[config.mk]
export PLATFORM = sky130hd
export DESIGN_NAME = spu_issue_ctrl
export DESIGN_NICKNAME = d
export VERILOG_FILES = /design/src/rtl/spu_issue_ctrl.sv
export SDC_FILE = /design/constraint.sdc
export NUM_CORES = 1
export LEC_CHECK = 0
export ABC_AREA = 1
export ABC_CLOCK_PERIOD_IN_PS = 11800
export CORE_UTILIZATION = 55
export CTS_CLUSTER_SIZE = 28
export DETAILED_ROUTE_END_ITERATION = 10
export GPL_TIMING_DRIVEN = 0
export MAX_ROUTING_LAYER = met4
export PLACE_DENSITY = 0.81
export SKIP_CTS_REPAIR_TIMING = 1
export SLEW_MARGIN = 20
export SYNTH_ARGS = -nofsm -noshare
export SYNTH_HDL_FRONTEND = slang
export SYNTH_SLANG_ARGS = --single-unit
[constraint.sdc]
create_clock -name clk -period 11.8 [get_ports clk]
set_input_delay 3.54 -clock clk [delete_from_list [all_inputs] [get_ports clk]]
set_output_delay 3.54 -clock clk [all_outputs]
set_load 0.02 [all_outputs]
[src/rtl/spu_issue_ctrl.sv]
// Special-purpose-unit issue scheduler: in-order queue that releases ops at ROB head and stalls behind serializing ops.
// Optional same-cycle head bypass for an empty queue is enabled by defining SPU_HEAD_BYPASS_EN.
module spu_issue_ctrl #(
  parameter int QDEPTH    = 4,
  parameter int ROB_W     = 4,
  parameter int PAYLOAD_W = 128
) (
  input  logic                 clk,
  input  logic                 reset,
  input  logic                 flush,
  input  logic                 enq_valid,
  output logic                 enq_ready,
  input  logic [ROB_W-1:0]     enq_rob_entry,
  input  logic                 enq_is_serial,
  input  logic [PAYLOAD_W-1:0] enq_payload,
  input  logic [ROB_W-1:0]     rob_head,
  input  logic                 commit_valid,
  input  logic [ROB_W-1:0]     commit_rob_entry,
  output logic                 issue_valid,
  output logic [ROB_W-1:0]     issue_rob_entry,
  output logic [PAYLOAD_W-1:0] issue_payload,
  output logic                 serial_busy
);

  localparam int PTR_W = $clog2(QDEPTH);
  localparam int CNT_W = PTR_W + 1;
  localparam logic [CNT_W-1:0] FULL_CNT = CNT_W'(QDEPTH);

  typedef enum logic [0:0] {
    S_IDLE        = 1'b0,
    S_WAIT_COMMIT = 1'b1
  } state_t;

  state_t               state_r;
  state_t               state_nxt_s;
  logic [ROB_W-1:0]     wait_tag_r;
  logic [ROB_W-1:0]     wait_tag_nxt_s;
  logic [ROB_W-1:0]     rob_q_r     [QDEPTH];
  logic [PAYLOAD_W-1:0] payload_q_r [QDEPTH];
  logic [QDEPTH-1:0]    serial_q_r;
  logic [PTR_W-1:0]     rd_ptr_r;
  logic [PTR_W-1:0]     wr_ptr_r;
  logic [CNT_W-1:0]     count_r;

  logic                 empty_s;
  logic                 head_match_s;
  logic                 bypass_s;
  logic                 issue_s;
  logic                 push_s;
  logic                 pop_s;
  logic                 sel_serial_s;
  logic [ROB_W-1:0]     sel_rob_s;
  logic [PAYLOAD_W-1:0] sel_payload_s;

  assign empty_s      = (count_r == {CNT_W{1'b0}});
  assign head_match_s = !empty_s && (rob_q_r[rd_ptr_r] == rob_head);
  assign enq_ready    = !reset && (count_r != FULL_CNT);

`ifdef SPU_HEAD_BYPASS_EN
  assign bypass_s = empty_s && enq_valid && (enq_rob_entry == rob_head);
`else
  assign bypass_s = 1'b0;
`endif

  assign issue_s = !reset && !flush && (state_r == S_IDLE) && (head_match_s || bypass_s);
  // A bypassed op goes straight to the SPU and never occupies a queue slot.
  assign push_s  = enq_valid && enq_ready && !flush && !(issue_s && bypass_s);
  assign pop_s   = issue_s && !bypass_s;

  // Select the issuing op: incoming bundle on bypass, otherwise the queue head.
  always_comb begin
    sel_rob_s     = rob_q_r[rd_ptr_r];
    sel_payload_s = payload_q_r[rd_ptr_r];
    sel_serial_s  = serial_q_r[rd_ptr_r];
    if (bypass_s) begin
      sel_rob_s     = enq_rob_entry;
      sel_payload_s = enq_payload;
      sel_serial_s  = enq_is_serial;
    end else begin
      sel_rob_s     = rob_q_r[rd_ptr_r];
      sel_payload_s = payload_q_r[rd_ptr_r];
      sel_serial_s  = serial_q_r[rd_ptr_r];
    end
  end

  assign issue_valid     = issue_s;
  assign issue_rob_entry = issue_s ? sel_rob_s : {ROB_W{1'b0}};
  assign issue_payload   = issue_s ? sel_payload_s : {PAYLOAD_W{1'b0}};
  assign serial_busy     = !reset && (state_r == S_WAIT_COMMIT);

  // Next-state logic: serializing issue waits for its own commit.
  always_comb begin
    state_nxt_s    = state_r;
    wait_tag_nxt_s = wait_tag_r;
    if (reset || flush) begin
      state_nxt_s    = S_IDLE;
      wait_tag_nxt_s = {ROB_W{1'b0}};
    end else begin
      case (state_r)
        S_IDLE: begin
          if (issue_s && sel_serial_s) begin
            state_nxt_s    = S_WAIT_COMMIT;
            wait_tag_nxt_s = sel_rob_s;
          end else begin
            state_nxt_s = S_IDLE;
          end
        end
        S_WAIT_COMMIT: begin
          if (commit_valid && (commit_rob_entry == wait_tag_r)) begin
            state_nxt_s = S_IDLE;
          end else begin
            state_nxt_s = S_WAIT_COMMIT;
          end
        end
        default: begin
          state_nxt_s = S_IDLE;
        end
      endcase
    end
  end

  // FSM state and wait tag registers.
  always_ff @(posedge clk) begin
    state_r    <= state_nxt_s;
    wait_tag_r <= wait_tag_nxt_s;
  end

  // Queue pointers and occupancy; flush and reset empty the queue.
  always_ff @(posedge clk) begin
    if (reset || flush) begin
      rd_ptr_r <= {PTR_W{1'b0}};
      wr_ptr_r <= {PTR_W{1'b0}};
      count_r  <= {CNT_W{1'b0}};
    end else begin
      if (push_s) begin
        wr_ptr_r <= wr_ptr_r + PTR_W'(1);
      end
      if (pop_s) begin
        rd_ptr_r <= rd_ptr_r + PTR_W'(1);
      end
      case ({push_s, pop_s})
        2'b10:   count_r <= count_r + CNT_W'(1);
        2'b01:   count_r <= count_r - CNT_W'(1);
        default: count_r <= count_r;
      endcase
    end
  end

  // Queue storage write port.
  always_ff @(posedge clk) begin
    if (push_s) begin
      rob_q_r[wr_ptr_r]     <= enq_rob_entry;
      payload_q_r[wr_ptr_r] <= enq_payload;
      serial_q_r[wr_ptr_r]  <= enq_is_serial;
    end
  end

endmodule

## After elaboration in Yosys (flattened, before gate mapping)

Memory sizes are Yosys's and may differ from the RTL's. A register that Yosys moved wholly into a read port is not among the register bits.
Cells that the tools add are included.

| word-level totals | value |
|---|---|
| input bits | 146 |
| word-level logic and storage cells | 56 |
| flip-flop bits (word level) | 16 |
| output and inout bits | 135 |
| memory bits (writable) | 528 |
| memories kept | 2 |

Memories:

| memory | depth | bits a word | rd ports | clocked after memory_dff | wr ports | RTL line | RTL |
|---|---|---|---|---|---|---|---|
| payload_q_r | 4 | 128 | 1 | 1 | 1 | 39 | `logic [PAYLOAD_W-1:0] payload_q_r [QDEPTH];` |
| rob_q_r | 4 | 4 | 1 | 1 | 1 | 38 | `logic [ROB_W-1:0] rob_q_r [QDEPTH];` |

| operators by class | value |
|---|---|
| add/sub/neg operators | 4 |
| equality and inequality tests | 5 |
| muxes and demuxes | 17 |
| $lt $le $gt $ge | 3 |
| bitwise gates (word level) | 1 |
| reductions and logical operators | 18 |

Operator list:

| kind | count |
|---|---|
| 128-bit two-way mux | 1 |
| 1-bit logical AND | 11 |
| 4-bit equality test | 2 |
| 2-bit two-way mux | 4 |
| 2-bit by 3-bit < comparator with 1-bit output, second input constant | 2 |
| 1-bit two-way mux | 6 |
| 3-bit one-hot mux with 2 select lines | 1 |
| 2-bit by 1-bit adder with 2-bit output, second input constant | 2 |
| 4-bit bitwise mux | 1 |
| 4-bit two-way mux | 1 |
| 3-bit by 1-bit adder with 3-bit output, second input constant | 1 |
| 1-bit zero test | 3 |
| 3-bit zero test | 1 |
| 3-bit inequality test, second input constant | 1 |
| 3-bit by 1-bit subtractor with 3-bit output, second input constant | 1 |
| 1-bit binary-select mux with 2-bit select | 1 |
| 1-bit demux with 2-bit select | 1 |
| 2-bit by 1-bit equality test with 1-bit output, second input constant | 1 |
| 2-bit equality test, second input constant | 1 |
| 2-bit by 1-bit greater-or-equal comparator with 1-bit output, second input constant | 1 |
| 1-bit one-hot mux with 2 select lines | 1 |
| 2-bit AND reduction | 1 |
| 2-bit nonzero test | 1 |
| 1-bit logical OR | 1 |
| 1-bit inverter | 1 |

## Logic depth before layout (Yosys ltp)

| logic depth | value |
|---|---|
| word-level depth | 7 |
| mapped depth | 19 |
| mapped depth without buffers | 17 |

## Least setup slack after synthesis

No wires, ideal clock.

| path | value |
|---|---|
| kind | input to register |
| from | in reset |
| to | mem payload_q_r[0][0], enable pin |
| arrival | 9.895 ns |
| required time | 11.172 ns |
| library setup time | 0.628 ns |
| cell stages on the path | 3 |
| path buffers | 0 |
| setup slack | 1.277 ns |
| cells stage by stage | a31oi_1 -> nand3b_1 -> nor2_1 |

| between the ends | value |
|---|---|
| word-level cells in the longest chain between the ends | 6 |

Ends and longest elaborated chain:

| item | RTL line | RTL |
|---|---|---|
| from (decl) | 9 | `input logic reset,` |
| 1-bit zero test | 57 | `assign enq_ready = !reset && (count_r != FULL_CNT);` |
| 1-bit logical AND | 57 |  |
| 1-bit logical AND (2 in a row) | 67 | `assign push_s = enq_valid && enq_ready && !flush && !(issue_s && bypass_s);` |
| 1-bit two-way mux | 151 | `if (push_s) begin` |
| 1-bit two-way mux (not written as such) | 153 | `payload_q_r[wr_ptr_r] <= enq_payload;` |
| to (decl) | 39 |  |

Every way passes these cells.

## Final worst setup path

| path | value |
|---|---|
| from | in reset |
| to | out issue_payload[42] |

| between the ends | value |
|---|---|
| word-level cells in the longest chain between the ends | 5 |

Ends and longest elaborated chain:

| item | RTL line | RTL |
|---|---|---|
| 1-bit zero test | 65 | `assign issue_s = !reset && !flush && (state_r == S_IDLE) && (head_match_s \|\| bypass_s);` |
| 1-bit logical AND (3 in a row) | 65 |  |
| 128-bit two-way mux | 88 | `assign issue_payload = issue_s ? sel_payload_s : {PAYLOAD_W{1'b0}};` |
| to (decl) | 21 | `output logic [PAYLOAD_W-1:0] issue_payload,` |

Every way passes these cells.

==> impl_metrics.json <==
{
  "min_delay_path_depth": 1,
  "drive_gt1_frac": 0.0547,
  "synth_seq_cells": 546,
  "worstRegToRegCells": 17,
  "period_share": 0.839,
  "register_area_um2": 16300,
  "place_ws_ns": 1.93,
  "yosysTopAreaCellShare": 0.751,
  "chipHeight_um": 199,
  "gp_congestion": 0.854,
  "cap_viol_max_count": 0,
  "fin_skew_ns": 0.0175,
  "die_area_um2": 39400,
  "path_clk_slew_ns": 0.06,
  "cts_made_buffers": 53,
  "fin_ws_ns": 1.91,
  "drc": 0,
  "startpoint_type": "input pin",
  "overflow": 0,
  "vdd_ir_drop_max_uv": 139,
  "netlist_top_cells_count": "edfxtp_1 (532), nor2_1 (530), o21ai_0 (254)",
  "pin_count": 281,
  "crit_type": "in -> out",
  "p_leak_uw": 0.00900,
  "synth_ff_type": "edfxtp_1",
  "antenna_left": 0,
  "hold_viol": 0,
  "grt_pass1_vias": 14478,
  "drtIter0Drc": 1226,
  "ys_seq_area_frac": 0.765,
  "synth_nets": 1842,
  "critPathArrivalTime_ns": 6.35,
  "die_w_um": 199,
  "rows": 71,
  "endpoint_kind": "output port",
  "yosys-top-cells-area": "edfxtp_1 (75%), nor2_1 (9.4%), o21ai_0 (6.0%)",
  "required_ns": 8.26,
  "vias": 14656,
  "holdCritPathClass": "reg -> reg",
  "finalSetupViolCount": 0,
  "multi_input_area_um2": 4480,
  "h-tree-depth": 2,
  "wl_per_cell_um": 20.9,
  "fin_tns_setup_ns": 0,
  "routed_wl_um": 54500,
  "grt_max_degree": 25,
  "rsz0062_at_grt": "false",
  "layout_min_cycle_time_ns": 9.89,
  "synth-edff-count": 532,
  "ys.warnings.count": 0,
  "syn_avg_cell_area_um2": 12.6,
  "finalPower_uw": 3880,
  "clock-root-buffer": "clkbuf_16",
  "start_util": 0.562,
  "synth.most_common_cell": "edfxtp_1",
  "synth_cells": 1690,
  "cts.sinks": 546,
  "worstMarginPinSlew_ns": 1.15,
  "clock_latency_ns": 0.61,
  "synth_cell_types": 28,
  "synthArstFlopShare": 0,
  "coreArea_um2": 37800,
  "grt_pass1_wl_um": 80800,
  "grt_use_total": 0.283,
  "numPortBuffers": 280,
  "power_density_nw_per_um2": 144,
  "status": "completed",
  "nets": 2201,
  "clk_path_buf_depth": 3,
  "synth_top_area_cell": "edfxtp_1",
  "antenna_found_initial": 8,
  "cts_tree": "yes",
  "path_max_fanout": 10,
  "finalMaxSlewViolations": 0,
  "hpwl_um": 34400,
  "synthToLayoutAreaGrowth_pct": 26.7,
  "drt-pass1-iter-count": 6,
  "slew_headroom": 0.234,
  "fillers": 2443,
  "via_per_inst": 5.62,
  "synth_area_um2": 21300,
  "max_freq_ghz": 0.101
}
## final timing paths
check	startpoint	endpoint	slack, ns
worst max-delay path	reset	issue_payload[42]	1.91
worst min-delay path	count_r[0]	count_r[0]	0.49
worst max register to register	flop	count_r[2]	8.68
worst min register to register	count_r[0]	count_r[0]	0.49
## cell families (layout without fill, tap and decap cells)
group / Yosys count / after routing / synth area share
AO/OA/AOI/OAI: 407 / 407 / 0.0960
buffers and inverters: 132 / 527 / 0.0260
AND/OR/NAND/NOR: 598 / 598 / 0.109
adder cells (fa/ha/maj): 6 / 6 / 0.00388
other: 0 / 10 / 0
XOR/XNOR: 1 / 1 / 0.000412
flip-flops: 546 / 546 / 0.765
## sequential cells by signal, indices dropped and copies added (netlist names), named ones only
register and cells:
rob_q_r 16, wr_ptr_r 2, payload_q_r 512, count_r 3, wait_tag_r 4, rd_ptr_r 2
state_r 1, serial_q_r 4
## worst max-delay path, stage by stage
cell and delay (ns):
clkdlybuf4s50_1 0.45, or2_2 0.32, nor3_1 0.19, nand2_1 0.11
nor2_4 0.22, nand2_4 0.20, clkbuf_1 0.32, a21oi_1 0.31
clkdlybuf4s50_1 0.67
## cells in the final DEF (no fill, tap or decap), drive strengths merged
cell,count
dfxtp,14
edfxtp,532
o22ai,2
a21oi,138
inv,31
or2,1
nand3b,2
clkinvlp,2
o21ai,266
a31oi,1
nor2,532
nand2,43
nor3,2
buf,41
bufinv,4
nand4,5
clkinv,18
xnor2,1
diode,10
ha,5
clkbuf,151
nand3,13
clkdlybuf4s50,280
fa,1
## through the flow
stage | instance area [um2] | hold slack, ns | cells | util
floorplan | 21300 | 0.444 | 1690 | -
global placement | 24700 | 0.454 | 2481 | 0.653
detailed placement | 25300 | 0.466 | 2505 | 0.668
CTS | 26900 | 0.484 | 2596 | 0.711
global route | 26900 | 0.506 | 2604 | 0.712
finish | 26900 | 0.485 | 2606 | 0.712
## power by group
part | internal, uW | switching, uW
registers | 2150 | 4.44
logic | 57.1 | 53.6
clock network | 923 | 694
total | 3130 | 752
## area by class of cell
cell class,count,share of cell area
Sequential cell,546,0.603
Multi-Input combinational cell,1012,0.166
Timing Repair Buffer,304,0.124
Clock buffer,66,0.0518
Tap cell,511,0.0237
Buffer,102,0.0164
Clock inverter,25,0.00906
Inverter,30,0.00418
Antenna cell,10,0.000929
## layer usage
layer / GRT usage / wire [um] / vias to the layer above
met1: 0.344 / 20200 / 7024
met4: 0.107 / 1680 / 0
li1: - / - / 6741
met5: - / 0 / -
met2: 0.465 / 27100 / 777
met3: 0.0612 / 5380 / 114
Note: power is estimated with default switching activity, not from simulation.
